<file path="src/rtl/button_event_classifier_if.sv">
// Bundles the debounced button level with the classified event outputs.
// The master side drives the button level and observes events; the slave
// side is the classifier itself.
interface button_event_classifier_if;
  logic btn_in;
  logic short_press;
  logic long_press;
  logic double_click;
  logic busy;

  modport master (
    output btn_in,
    input  short_press,
    input  long_press,
    input  double_click,
    input  busy
  );

  modport slave (
    input  btn_in,
    output short_press,
    output long_press,
    output double_click,
    output busy
  );
endinterface

</file>
<file path="src/rtl/button_event_classifier.sv">
// Turns a debounced, synchronous button level into single-cycle event pulses:
// short press, long press (held LONG_T samples) and double click (second press
// within GAP_T low samples of the first release).
//
//   state     | meaning
//   ----------+-----------------------------------------------------------
//   IDLE      | waiting for a rising edge of the button level
//   PRESS1    | first press in progress, counting high samples
//   LONG_HOLD | long press already reported, waiting for release
//   WAIT_GAP  | first press released, counting low samples for a 2nd press
//   PRESS2    | second press in progress, double click on release
//
// One counter serves both PRESS1 and WAIT_GAP; it is cleared on every state
// transition, so it always measures time spent in the current state.
module button_event_classifier #(
  parameter int LONG_T = 20,  // must be >= 2
  parameter int GAP_T  = 10   // must be >= 2
) (
  input  logic                      clk,
  input  logic                      rst_n,
  button_event_classifier_if.slave  bus
);

  localparam int MAX_T = (LONG_T > GAP_T) ? LONG_T : GAP_T;
  localparam int CNT_W = $clog2(MAX_T) + 1;

  localparam logic [CNT_W-1:0] LONG_LAST = CNT_W'(LONG_T - 1);
  localparam logic [CNT_W-1:0] GAP_LAST  = CNT_W'(GAP_T - 1);

  typedef enum logic [2:0] {
    IDLE      = 3'd0,
    PRESS1    = 3'd1,
    LONG_HOLD = 3'd2,
    WAIT_GAP  = 3'd3,
    PRESS2    = 3'd4
  } state_t;

  state_t           state;
  state_t           state_nxt;
  logic [CNT_W-1:0] cnt;
  logic [CNT_W-1:0] cnt_nxt;

  logic btn_q;
  logic rise;

  logic short_q;
  logic long_q;
  logic double_q;
  logic short_nxt;
  logic long_nxt;
  logic double_nxt;

  // Only the rising edge matters: a fall while idle is ignored and the busy
  // states look at the level directly.
  assign rise = bus.btn_in & ~btn_q;

  // Edge register; resets high so a button held through reset is not a press.
  always_ff @(posedge clk or negedge rst_n) begin
    if (!rst_n) begin
      btn_q <= 1'b1;
    end else begin
      btn_q <= bus.btn_in;
    end
  end

  // State, shared counter and registered event pulses.
  always_ff @(posedge clk or negedge rst_n) begin
    if (!rst_n) begin
      state    <= IDLE;
      cnt      <= '0;
      short_q  <= 1'b0;
      long_q   <= 1'b0;
      double_q <= 1'b0;
    end else begin
      state    <= state_nxt;
      cnt      <= cnt_nxt;
      short_q  <= short_nxt;
      long_q   <= long_nxt;
      double_q <= double_nxt;
    end
  end

  // Next-state, counter and event decode. Level checks take priority over
  // counter expiry so a release on the long-press edge, or a re-press on the
  // gap-expiry edge, follows the level rather than the timer.
  always_comb begin
    state_nxt  = state;
    cnt_nxt    = cnt;
    short_nxt  = 1'b0;
    long_nxt   = 1'b0;
    double_nxt = 1'b0;

    case (state)
      IDLE: begin
        if (rise) begin
          state_nxt = PRESS1;
          cnt_nxt   = '0;
        end
      end

      PRESS1: begin
        if (!bus.btn_in) begin
          state_nxt = WAIT_GAP;
          cnt_nxt   = '0;
        end else if (cnt == LONG_LAST) begin
          state_nxt = LONG_HOLD;
          cnt_nxt   = '0;
          long_nxt  = 1'b1;
        end else begin
          cnt_nxt = cnt + CNT_W'(1);
        end
      end

      LONG_HOLD: begin
        if (!bus.btn_in) begin
          state_nxt = IDLE;
          cnt_nxt   = '0;
        end
      end

      WAIT_GAP: begin
        if (bus.btn_in) begin
          state_nxt = PRESS2;
          cnt_nxt   = '0;
        end else if (cnt == GAP_LAST) begin
          state_nxt = IDLE;
          cnt_nxt   = '0;
          short_nxt = 1'b1;
        end else begin
          cnt_nxt = cnt + CNT_W'(1);
        end
      end

      PRESS2: begin
        if (!bus.btn_in) begin
          state_nxt  = IDLE;
          cnt_nxt    = '0;
          double_nxt = 1'b1;
        end
      end

      default: begin
        state_nxt = IDLE;
        cnt_nxt   = '0;
      end
    endcase
  end

  assign bus.short_press  = short_q;
  assign bus.long_press   = long_q;
  assign bus.double_click = double_q;
  assign bus.busy         = (state != IDLE);

  // Each press sequence produces one event, so pulses never overlap.
  a_events_exclusive: assert property (
    @(posedge clk) disable iff (!rst_n)
    $onehot0({short_q, long_q, double_q})
  );

endmodule

</file>
<file path="src/flat_wrapper.sv">
// flat-port wrapper written by rule: the top's interface ports become plain ports
module button_event_classifier_flat 
#(
  parameter int LONG_T = 20,                 
  parameter int GAP_T  = 10                  
)
  (clk, rst_n, bus_btn_in, bus_short_press, bus_long_press, bus_double_click, bus_busy);
  button_event_classifier_if bus_i ();
  input  logic clk;
  input  logic rst_n;
  input wire logic [$bits(bus_i.btn_in)-1:0] bus_btn_in;
  output wire logic [$bits(bus_i.short_press)-1:0] bus_short_press;
  output wire logic [$bits(bus_i.long_press)-1:0] bus_long_press;
  output wire logic [$bits(bus_i.double_click)-1:0] bus_double_click;
  output wire logic [$bits(bus_i.busy)-1:0] bus_busy;
  assign bus_i.btn_in = bus_btn_in;
  assign bus_short_press = bus_i.short_press;
  assign bus_long_press = bus_i.long_press;
  assign bus_double_click = bus_i.double_click;
  assign bus_busy = bus_i.busy;
  button_event_classifier #(.LONG_T(LONG_T), .GAP_T(GAP_T)) u_core (.clk(clk), .rst_n(rst_n), .bus(bus_i));
endmodule
</file>
<file path="config.mk">
export PLATFORM = sky130hd
export DESIGN_NAME = button_event_classifier_flat
export DESIGN_NICKNAME = d
export VERILOG_FILES = /design/src/rtl/button_event_classifier_if.sv /design/src/rtl/button_event_classifier.sv /design/src/flat_wrapper.sv
export SDC_FILE = /design/constraint.sdc
export NUM_CORES = 1
export LEC_CHECK = 0
export BUFFER_PORTS_ARGS = -buffer_cell sky130_fd_sc_hd__buf_2
export CAP_MARGIN = 20
export CORE_MARGIN = 1.5
export CORE_UTILIZATION = 50
export CTS_BUF_LIST = sky130_fd_sc_hd__clkbuf_8 sky130_fd_sc_hd__clkbuf_16
export DETAILED_ROUTE_END_ITERATION = 10
export PLACE_DENSITY = 0.83
export SYNTH_ARGS = -nofsm -noshare
export SYNTH_HDL_FRONTEND = slang
export SYNTH_SLANG_ARGS = --single-unit
</file>
<file path="constraint.sdc">
create_clock -name clk -period 1.5 [get_ports clk]
set_input_delay 0.15 -clock clk [delete_from_list [all_inputs] [get_ports clk]]
set_output_delay 0.15 -clock clk [all_outputs]
set_load 0.01 [all_outputs]
</file>
# [Word level (Yosys, flattened, before mapping)]
# Cells that the tools add are included.
[totals] ff_bits=13 inputBits=3 out_inout_bits=4 elab_cells=46
[op_classes] add_sub_neg=1 eq_ne=10 muxes=22 bitwise=2 reduce_logical=5
[ops] cell="6-bit two-way mux" count=6
[ops] cell="6-bit one-hot mux with 4 select lines" count=1
[ops] cell="3-bit two-way mux" count=6
[ops] cell="3-bit one-hot mux with 4 select lines" count=1
[ops] cell="1-bit two-way mux" count=8
[ops] cell="6-bit by 1-bit adder with 6-bit output, second input constant" count=1
[ops] cell="3-bit by 2-bit == test with 1-bit output, second input constant" count=2
[ops] cell="6-bit by 4-bit == test with 1-bit output, second input constant" count=1
[ops] cell="6-bit by 5-bit == test with 1-bit output, second input constant" count=1
[ops] cell="3-bit by 2-bit != test with 1-bit output, second input constant" count=2
[ops] cell="4-bit AND reduction" count=1
[ops] cell="3-bit by 1-bit == test with 1-bit output, second input constant" count=1
[ops] cell="3-bit == test, second input constant" count=1
[ops] cell="3-bit zero test" count=1
[ops] cell="3-bit nonzero test" count=1
[ops] cell="2-bit by 1-bit != test with 1-bit output, second input constant" count=1
[ops] cell="2-bit != test, second input constant" count=1
[ops] cell="2-bit AND reduction" count=1
[ops] cell="2-bit OR reduction" count=1
[ops] cell="1-bit bitwise AND" count=1
[ops] cell="1-bit NOT" count=1

# [Longest topological paths before layout]
[logic_depth] ltp_word=4 mapped_depth=6 mapped_depth_nobuf=6

# [Worst setup path after synthesis]
# Ideal clock, no wire load.
[synth_timing] path_kind="register to register" startpoint="register u_core.state[2]" endpoint="register u_core.cnt[4]" setup_time_ps=121 arrival_ps=1376 t_required_ps=1379 setup_slack_ps=3 stages_incl_launch_ff=6 n_path_buf=1 path_cell_list="dfrtp_1 -> buf_6 -> nand2b_4 -> a2111oi_4 -> o21ai_1 -> a22o_1"
[synth_via] elab_chain_cells=4
[synth_lines] element="start, declared" line_no="button_event_classifier.sv:38" rtl="state_t state;"
[synth_lines] element="start signal, assigned" line_no="button_event_classifier.sv:75" rtl="state <= state_nxt;"
[synth_lines] element="3-bit by 2-bit == test with 1-bit output or 3-bit == test (tied branches)" line_no="button_event_classifier.sv:93" rtl="case (state)"
[synth_lines] element="2-bit OR reduction (no line)"
[synth_lines] element="2-bit != test (no line)"
[synth_lines] element="2-bit AND reduction (no line)"
[synth_lines] element="end signal, assigned" line_no="button_event_classifier.sv:76" rtl="cnt <= cnt_nxt;"
[synth_lines] element="end, declared" line_no="button_event_classifier.sv:40" rtl="logic [CNT_W-1:0] cnt;"
# Several ways; a longest one is shown, not always the timed one.
# A chain may end at the register's enable or synchronous reset.

# [Worst setup path in the final report]
[layout_timing] startpoint="register u_core.cnt[2]" endpoint="register u_core.state[1]"
[layout_via] elab_chain_cells=3
[layout_lines] element="6-bit by 5-bit == test with 1-bit output or 6-bit by 4-bit == test with 1-bit output (tied branches)" line_no="button_event_classifier.sv:105, button_event_classifier.sv:125"
[layout_lines] element="3-bit by 2-bit != test with 1-bit output (no line)"
[layout_lines] element="4-bit AND reduction (no line) (*)"
# Mark *: on every way between the ends. The rest lies on a longest branch, timed or not.

==> impl_metrics.json <==
{
  "run_status": "complete, but fails checks",
  "violations": "negative setup slack",
  "slew_viol_final": 0,
  "wl_mm": 1.98,
  "n_fill_cell": 87,
  "crit_type": "reg2reg",
  "core_area_um2": 1370,
  "cp_data_required_time_ps": 1650,
  "clkLatencyLatePin_ps": 250,
  "cp_slowest_cell": "dfrtp_1",
  "rows": 13,
  "finalHoldViolations": 0,
  "ys.flop_type": "dfrtp_1",
  "cts_tree": "done",
  "fmax_ghz": 0.636,
  "post-dp-hpwl_mm": 1.15,
  "syn_nets": 79,
  "antenna_found_initial": 0,
  "die_w_um": 42.2,
  "leakage_nw": 0.486,
  "htree_levels": 1,
  "groute.usage.overall_pct": 22.7,
  "most-common-layout-cells": "buf_4 (18), dfrtp_1 (10), nand2_1 (9), buf_2 (6), nor2_1 (5)",
  "skew_ps": 1.44,
  "io_buffers": 6,
  "via_per_inst": 6.09,
  "firstDrtPassIters": 4,
  "crit_buf_inv": 0,
  "setup-violations-final": 8,
  "worst-endpoint-arrival_ps": 1720,
  "grt_first_pass_wirelength_mm": 2.99,
  "synthArstFlopShare_pct": 100,
  "finalNetCount": 107,
  "cp-end-kind": "register",
  "worst_slew_pin_slew_ps": 379,
  "initial_core_util_pct": 56.3,
  "synth-edff-count": 0,
  "drc": 0,
  "start_kind": "register",
  "cp_cell_sequence": "nor4b_4 > a21oi_2 > or2_1 > o41ai_2",
  "gp_congestion": 0.830,
  "cp_max_fo": 5,
  "syn_area_um2": 769,
  "finalCritPeriodShare_pct": 105,
  "fin_crit_ps": 1570,
  "num_vias": 706,
  "peakVddDrop_mv": 1.22,
  "hp-class": "in2reg",
  "whs_ps": 81.4,
  "die_h_um": 42.2,
  "dieArea_um2": 1780,
  "pin_count": 7,
  "ys_warn_count": 0,
  "maxCapViolCount": 0,
  "syn2layout_area_growth_pct": 39.0,
  "dpl_cell_area_um2": 906,
  "critPathTopFamily": "simple AND/OR/NAND/NOR gates",
  "drt_iter0_markers": 32,
  "final_cell_area_um2": 1070,
  "grt_pass1_vias": 649,
  "antenna_left": 0,
  "multi_input_area_um2": 472,
  "yosys.cell_types.count": 33,
  "rsz0062_at_grt": "true",
  "postSynthAreaPerCell_um2": 10.4,
  "routedWlPerCell_um": 17.0,
  "numCtsBuffers": 3,
  "diodes": 0,
  "clk_pin_slew_ps": 60,
  "slew_headroom_pct": 74.7,
  "synthCells": 74,
  "clk_path_buf_depth": 2,
  "drive_gt1_share_pct": 49.5,
  "grt_max_degree": 14,
  "power.density_nw_per_um2": 1510,
  "ys_ff_latch": 13,
  "max_stage_delay_ps": 460,
  "place_ws_ps": -89.8,
  "cts_sinks": 13,
  "setup_slack_ps": -71.8,
  "globalRouteOverflowTotal": 0,
  "synth-seq-area-share_pct": 42.4,
  "regArea_um2": 329,
  "ctsRootBufferMaster": "clkbuf_8",
  "final_common_cell": "buf_4"
}
==> registers in the layout (all words and copies together), names as in the netlist <==
register,flops
u_core.bus.long_press,1
u_core.btn_q,1
u_core.bus.double_click,1
u_core.state,3
u_core.cnt,6
u_core.bus.short_press,1
==> synthesized netlist by cell type, types with 2 or more instances <==
cell      instances  area [um2]
buf_6             2        22.5
nor2_1            6        22.5
buf_2             2        10.0
nand3b_1          2        15.0
o21ai_0           5        25.0
ha_1              2        25.0
o211ai_1          2        15.0
nand2_1          10        37.5
dfrtp_1          12         300
a21oi_1           2        10.0
inv_1             2        7.51
o31ai_1           2        15.0
nor2b_1           2        12.5
nor4b_2           3        45.0
nand3_1           2        10.0
==> worst reg2reg max path: cells and delay by family (launching register included) <==
family | cells | cell delay [ps]
AOI/OAI and AO/OA | 2 | 340
DFF | 1 | 460
and+or+nand+nor | 2 | 660
==> through the flow <==
stage	std cells	utilization, %	TNS (ps)	total power, mW
after global routing	116	78.3	-897	1.69
after CTS	114	74.5	-12.0	1.48
after global placement	107	66.3	-25.2	1.06
after detailed placement	107	66.3	-342	1.08
after floorplan	74	-	0	0.840
final	116	78.3	-344	1.62
==> layout make-up <==
cell class	count	share of cell area (%)
clock buffers	3	3.86
clock inverters	1	0.351
inverters	2	0.702
multi-input cells	55	44.1
flip-flops and latches	13	30.8
well taps	15	1.75
repair buffers	27	18.5
==> final timing paths <==
kind	start	endpoint	slack [ps]	depth (start not counted)
worst max-delay path	u_core.cnt[2]$_DFFE_PN0P_	u_core.state[1]$_DFFE_PN0P_	-70	4
worst min-delay path	bus_btn_in	u_core.btn_q$_DFF_PN1_	80	1
worst max register to register	u_core.cnt[2]$_DFFE_PN0P_	u_core.state[1]$_DFFE_PN0P_	-70	4
worst min register to register	u_core.state[0]$_DFFE_PN0P_	u_core.bus.double_click$_DFF_PN0_	620	2
max in group asynchronous	rst_n	u_core.btn_q$_DFF_PN1_	900	2
min in group asynchronous	rst_n	u_core.cnt[4]$_DFFE_PN0P_	320	2
==> metal layers <==
metal	up-vias	routed length (um)	global-route usage (%)
met5	-	0	0
met4	0	61	10.6
met3	8	112	3.88
met2	33	952	39.1
met1	345	848	27.2
li1	320	-	-
==> what timing repair did <==
item | CTS | global route
endpoints found under the hold margin | 12 | 0
hold buffers | 1 | 0
resized for setup | 11 | 11
pin swaps | 4 | 4
setup buffers | 2 | 2
endpoints found under the setup margin | 7 | 8
==> cell families (layout without fill, tap and decap cells) <==
logic type	count (synthesis)	count (layout)	share of synthesized area (%)
AO/OA/AOI/OAI	17	17	17.7
flip-flops	13	13	42.4
AND/OR/NAND/NOR	35	35	30.1
buffers and inverters	6	33	5.20
adder cells (fa/ha/maj)	2	2	3.25
multiplexers	1	1	1.30
==> report_power, final <==
| group | internal (mW) | total [mW] | switching, mW | leakage [nW] |
|---|---|---|---|---|
| sequential | 0.412 | 0.505 | 0.0925 | 0.171 |
| combinational | 0.423 | 0.801 | 0.378 | 0.288 |
| clock | 0.181 | 0.315 | 0.134 | 0.0269 |
| total | 1.02 | 1.62 | 0.604 | 0.486 |
Power figures use the tool's default switching activity.
